--- config.mk ---
export PLATFORM = sky130hd
export DESIGN_NAME = uart_tx_fifo
export DESIGN_NICKNAME = d
export VERILOG_FILES = /design/src/rtl/uart_tx_fifo.sv
export SDC_FILE = /design/constraint.sdc
export NUM_CORES = 1
export LEC_CHECK = 0
export BUFFER_PORTS_ARGS = -buffer_cell sky130_fd_sc_hd__clkbuf_2
export CELL_PAD_IN_SITES_DETAIL_PLACEMENT = 2
export CELL_PAD_IN_SITES_GLOBAL_PLACEMENT = 2
export CORE_AREA = 10 10 153 155
export DETAILED_ROUTE_END_ITERATION = 10
export DIE_AREA = 0 0 163 165
export GPL_TIMING_DRIVEN = 0
export PLACE_DENSITY = 0.9
export SYNTH_ARGS = -nofsm -noshare
export SYNTH_HDL_FRONTEND = slang
export SYNTH_SLANG_ARGS = --single-unit
--- constraint.sdc ---
create_clock -name clk -period 9.32 [get_ports clk]
set_input_delay 1.864 -clock clk [delete_from_list [all_inputs] [get_ports clk]]
set_output_delay 1.864 -clock clk [all_outputs]
set_load 0.01 [all_outputs]
--- src/rtl/uart_tx_fifo.sv ---
// Buffered UART transmitter: byte FIFO feeding a frame serialiser with
// configurable data width, parity, stop bits and break generation.
module uart_tx_fifo #(
  parameter int CLOCK_DIVISOR_WIDTH = 24,
  parameter int FIFO_DEPTH_LOG2     = 4
) (
  input  logic                           clk,
  input  logic                           rst,
  output logic                           tx,
  input  logic [1:0]                     dataBits,
  input  logic                           hasParity,
  input  logic [1:0]                     parityMode,
  input  logic                           extraStopBit,
  input  logic [CLOCK_DIVISOR_WIDTH-1:0] clockDivisor,
  input  logic [7:0]                     dataIn,
  input  logic                           writeData,
  input  logic                           sendBreak,
  input  logic                           clearOverflow,
  output logic                           full,
  output logic                           empty,
  output logic [FIFO_DEPTH_LOG2:0]       level,
  output logic                           busy,
  output logic                           overflow,
  output logic [2:0]                     fsm_state
);

  typedef enum logic [2:0] {
    S_IDLE   = 3'd0,
    S_START  = 3'd1,
    S_DATA   = 3'd2,
    S_PARITY = 3'd3,
    S_STOP   = 3'd4,
    S_BREAK  = 3'd5,
    S_MARK   = 3'd6
  } state_t;

  localparam logic [FIFO_DEPTH_LOG2:0] FULL_COUNT = (FIFO_DEPTH_LOG2+1)'(1 << FIFO_DEPTH_LOG2);

  // ---------------------------------------------------------------------
  // FIFO
  // Push handshake: a byte is taken on every rising edge where
  // writeData=1 and full=0. writeData=1 while full=1 drops the byte and
  // raises the sticky overflow flag; the host never waits on a ready.
  // ---------------------------------------------------------------------
  logic [7:0]                 mem [0:(1<<FIFO_DEPTH_LOG2)-1];
  logic [FIFO_DEPTH_LOG2-1:0] wr_ptr;
  logic [FIFO_DEPTH_LOG2-1:0] rd_ptr;
  logic [FIFO_DEPTH_LOG2:0]   count;
  logic                       push;
  logic                       pop;
  logic [7:0]                 head;

  assign full  = (count == FULL_COUNT);
  assign empty = (count == '0);
  assign level = count;
  assign push  = writeData & ~full;
  assign head  = mem[rd_ptr];

  // Storage array: written on accepted pushes, no reset needed.
  always_ff @(posedge clk) begin
    if (push) mem[wr_ptr] <= dataIn;
  end

  // Pointers, occupancy and sticky overflow (set beats clear).
  always_ff @(posedge clk) begin
    if (rst) begin
      wr_ptr   <= '0;
      rd_ptr   <= '0;
      count    <= '0;
      overflow <= 1'b0;
    end else begin
      if (push) wr_ptr <= wr_ptr + 1'b1;
      if (pop)  rd_ptr <= rd_ptr + 1'b1;
      case ({push, pop})
        2'b10:   count <= count + 1'b1;
        2'b01:   count <= count - 1'b1;
        default: count <= count;
      endcase
      if (writeData && full) overflow <= 1'b1;
      else if (clearOverflow) overflow <= 1'b0;
    end
  end

  // ---------------------------------------------------------------------
  // Serialiser
  // ---------------------------------------------------------------------
  state_t                         state;
  state_t                         state_next;
  logic [CLOCK_DIVISOR_WIDTH-1:0] cnt;
  logic [CLOCK_DIVISOR_WIDTH-1:0] div_q;
  logic [2:0]                     last_idx_q;
  logic                           par_en_q;
  logic                           stop2_q;
  logic                           par_q;
  logic [7:0]                     shreg;
  logic [2:0]                     bit_idx;
  logic                           stop_idx;
  logic                           held;
  logic                           bit_done;
  logic                           brk_load;
  logic                           mark_load;
  logic                           decide;
  logic [7:0]                     data_mask;
  logic                           data_xor;
  logic                           par_calc;

  assign bit_done  = (cnt == div_q);
  assign busy      = (state != S_IDLE);
  assign fsm_state = state;

  // Parity of the head byte, restricted to the bits that will be sent.
  assign data_mask = 8'hFF >> (2'd3 - dataBits);
  assign data_xor  = ^(head & data_mask);

  // Parity bit value for the frame about to be loaded.
  always_comb begin
    par_calc = 1'b0;
    case (parityMode)
      2'b00:   par_calc = 1'b0;
      2'b11:   par_calc = 1'b1;
      2'b10:   par_calc = data_xor;
      default: par_calc = ~data_xor;
    endcase
  end

  // Next-state logic; the idle decision (break first, then data) is shared
  // by IDLE and by the end of the last stop or mark period, which is what
  // lets frames run back-to-back with no idle gap.
  always_comb begin
    state_next = state;
    pop        = 1'b0;
    brk_load   = 1'b0;
    mark_load  = 1'b0;
    decide     = 1'b0;
    case (state)
      S_IDLE:   decide = 1'b1;
      S_START:  if (bit_done) state_next = S_DATA;
      S_DATA:   if (bit_done && bit_idx == last_idx_q)
                  state_next = par_en_q ? S_PARITY : S_STOP;
      S_PARITY: if (bit_done) state_next = S_STOP;
      S_STOP:   if (bit_done && stop_idx == stop2_q) decide = 1'b1;
      S_BREAK:  if (!sendBreak && (held || bit_done)) begin
                  state_next = S_MARK;
                  mark_load  = 1'b1;
                end
      S_MARK:   if (bit_done) decide = 1'b1;
      default:  state_next = S_IDLE;
    endcase
    if (decide) begin
      if (sendBreak) begin
        state_next = S_BREAK;
        brk_load   = 1'b1;
      end else if (!empty) begin
        state_next = S_START;
        pop        = 1'b1;
      end else begin
        state_next = S_IDLE;
      end
    end
  end

  // State register plus bit timing and frame datapath; configuration is
  // captured when a frame (or break) starts so mid-frame edits are inert.
  always_ff @(posedge clk) begin
    if (rst) begin
      state      <= S_IDLE;
      cnt        <= '0;
      div_q      <= '0;
      last_idx_q <= 3'd7;
      par_en_q   <= 1'b0;
      stop2_q    <= 1'b0;
      par_q      <= 1'b0;
      shreg      <= '0;
      bit_idx    <= '0;
      stop_idx   <= 1'b0;
      held       <= 1'b0;
    end else begin
      state <= state_next;
      if (pop) begin
        div_q      <= clockDivisor;
        last_idx_q <= {1'b0, dataBits} + 3'd4;
        par_en_q   <= hasParity;
        stop2_q    <= extraStopBit;
        par_q      <= par_calc;
        shreg      <= head;
        bit_idx    <= '0;
        stop_idx   <= 1'b0;
        cnt        <= '0;
      end else if (brk_load) begin
        div_q <= clockDivisor;
        cnt   <= '0;
        held  <= 1'b0;
      end else if (mark_load) begin
        cnt <= '0;
      end else if (state != S_IDLE) begin
        cnt <= bit_done ? '0 : cnt + 1'b1;
        if (bit_done) begin
          if (state == S_DATA) begin
            shreg   <= shreg >> 1;
            bit_idx <= bit_idx + 1'b1;
          end
          if (state == S_STOP)  stop_idx <= 1'b1;
          if (state == S_BREAK) held     <= 1'b1;
        end
      end
    end
  end

  // Line level for the current state; IDLE, STOP and MARK hold the line high.
  always_comb begin
    tx = 1'b1;
    case (state)
      S_START:  tx = 1'b0;
      S_DATA:   tx = shreg[0];
      S_PARITY: tx = par_q;
      S_BREAK:  tx = 1'b0;
      default:  tx = 1'b1;
    endcase
  end

endmodule

==> results.txt <==
Outcome -> finished clean
Setup Buffers After CTS -> 0
First-pass DRT Iterations -> 4
Synth unique cells -> 50
TNS Setup -> 0 ns
Hold Path Class -> flip-flop to flip-flop
Post-Syn Nets -> 748
Worst-Margin Slew -> 1.15 ns
Peak Freq -> 197 MHz
Core Region -> 20200 um^2
DR vias -> 5973
Final hold slack -> 0.526 ns
Area share of the largest cell type after synthesis -> 41.8%
Initial antenna violation count -> 0
Starting Density -> 45.6%
Worst relative slew slack -> 23.3%
Power per Cell Area -> 282 nW/um^2
Multi-input gate area -> 3380 um^2
Post-Route WL -> 28100 um
Routed len/inst -> 26.5 um
Row count -> 52
Clock Sinks -> 215
CTS tree -> built
Die width -> 163 um
Layout Utilization -> 52.2%
Largest net degree at the start of global routing -> 17
Htree depth -> 1
Number of DRC markers in iteration 0 -> 330
Worst Path Max Fanout -> 11
R2r setup slk -> 4.31 ns
Endpoint type of the worst setup path -> flip-flop
Worst Hold Depth -> 1
First-pass GRT wire length -> 43000 um
Gr usage total -> 21.1%
# DRC -> 0
Vias per inst -> 5.63
Global route overflow -> 0
Syn. warnings -> 0
Fin crit share -> 54.4%
Register bit total from synthesis -> 215
CP required -> 9.76 ns
Crit path arrival time -> 5.51 ns
RSZ-0062 raised after global routing -> no
Clk_lat worst skew -> 0.52 ns
Routed Antenna Nets -> 0
EDFF count, synth -> 128
Max Cap Viol -> 0
Seq/Total Area, Yosys -> 60.8%
Post-synth ARST share -> 0%
Root buffer cell -> clkbuf_16
GP Congestion -> 0.809
Clock tree buffer depth -> 3
Post-route cell area -> 10500 um^2
Largest cells by area after synthesis -> edfxtp_1 (42%), dfxtp_1 (19%), mux4_1 (4.9%)
Final hold vios -> 0
Storage cell area -> 5590 um^2
WS Path Type -> primary input to flip-flop
CTS-repair resized insts -> 0
Pleak -> 0.00379 uW
Commonest non-fill, non-tap cell in the layout -> edfxtp_1
Placed cell areas -> 9810 um^2
Maximum vdd drop -> 0.189 mV
Final setup viols -> 0
Tot Pwr -> 2970 uW
Pins Over Slew Limit -> 0
Top Ports -> 56
Clock skew -> 0.0105 ns
Most frequent cells in the layout -> edfxtp_1 (128), nor2_1 (113), dfxtp_1 (87)
Cts hold-fix bufs -> 0
Antenna cells -> 0
# fillers -> 1898
Worst r2r path cells -> 17
Synth Area per Inst -> 13.2 um^2
Startpoint types -> primary input
Main synth FF type -> edfxtp_1
TritonCTS buffer count -> 24
Synthesized area -> 9190 um^2
NumNets Final -> 828
Gate Count Post-Synth -> 694
Reg clk slew, reported paths -> 0.06 ns
Layout cell share with drive strength beyond 1 -> 16.7%
DPL Wire Length -> 19700 um
Area of the die -> 26900 um^2
DIE HEIGHT -> 165 um
Port Buf Inserts -> 54
Area delta synth->final -> 14.6%
Vias in the first global route -> 6872
Yosys top cell by area -> edfxtp_1
Tmin final -> 5.07 ns
flip-flops by register name, summed over array words and instances (netlist names), 4 cells and up, named ones only:
signal  count
cnt        24
div_q      24
level       5
mem       128
rd_ptr      4
shreg       8
wr_ptr      4
cell families (layout without fill, tap and decap cells):
family | after synthesis | after routing | share of synthesized area [%]
simple gates | 223 | 223 | 10.8
flops | 215 | 215 | 60.8
mux | 78 | 78 | 14.1
xor+xnor | 68 | 68 | 6.73
buf+inv | 50 | 146 | 2.59
compound gates | 49 | 49 | 3.57
fa+ha+maj | 11 | 11 | 1.50
critical path: stages:
cell      delay, ns
clkbuf_2       0.14
nor2_1         0.12
o21ai_0        0.24
inv_1          0.27
buf_1          0.55
ha_1           0.32
clkbuf_1       0.44
xor2_1         0.22
ha_1           0.22
o21ai_0        0.09
a21oi_1        0.24
a21oi_1        0.14
xor2_1         0.16
or3_1          0.33
a21oi_1        0.15
Yosys cell counts, drive strengths merged, types with 2 or more instances:
library cell    n
nor4            2
nor3            8
xor2           25
nand2          38
nand3          23
nor4b           2
or3             3
edfxtp        128
a2111oi         2
mux2            7
mux2i          36
o211ai          2
inv            17
and3            7
and2            5
nor2          113
nor2b           5
clkbuf         21
nand4           9
dfxtp          87
nand2b          5
a21oi          16
ha             11
a22oi           7
a31oi           3
xnor2          42
o21ai           9
mux4           35
buf            12
final timing paths:
check | start | to
max | sendBreak | level[4]$_SDFFE_PP0P_
min | stop_idx$_SDFFE_PP0P_ | stop_idx$_SDFFE_PP0P_
max reg2reg | cnt[5]$_SDFFE_PP0N_ | level[4]$_SDFFE_PP0P_
min reg2reg | stop_idx$_SDFFE_PP0P_ | stop_idx$_SDFFE_PP0P_
final cells by class:
| class | instances | area share [%] |
|---|---|---|
| Sequential cell | 215 | 53.1 |
| Multi-Input combinational cell | 429 | 32.1 |
| Clock buffer | 31 | 6.25 |
| Tap cell | 270 | 3.21 |
| Timing Repair Buffer | 54 | 2.57 |
| Buffer | 33 | 1.65 |
| Inverter | 17 | 0.606 |
| Clock inverter | 11 | 0.511 |
where the power goes:
group | switching, uW | internal (uW)
logic | 539 | 399
clock network | 375 | 496
registers | 70.4 | 1090
through the flow:
| step | cells | setup WS, ns |
|---|---|---|
| after global routing | 1060 | 3.95 |
| final | 1060 | 4.25 |
| after floorplan | 694 | 4.96 |
| after global placement | 1018 | 4.27 |
| after CTS | 1060 | 4.31 |
| after detailed placement | 1018 | 3.89 |
metal layers:
layer	up-vias	track usage (%)	wire, um
li1	2672	-	-
met1	3091	23.5	11000
met2	149	39.3	15000
met3	61	3.34	1060
met4	0	8.28	1000
met5	-	0	0
(Power assumes the default switching activity.)
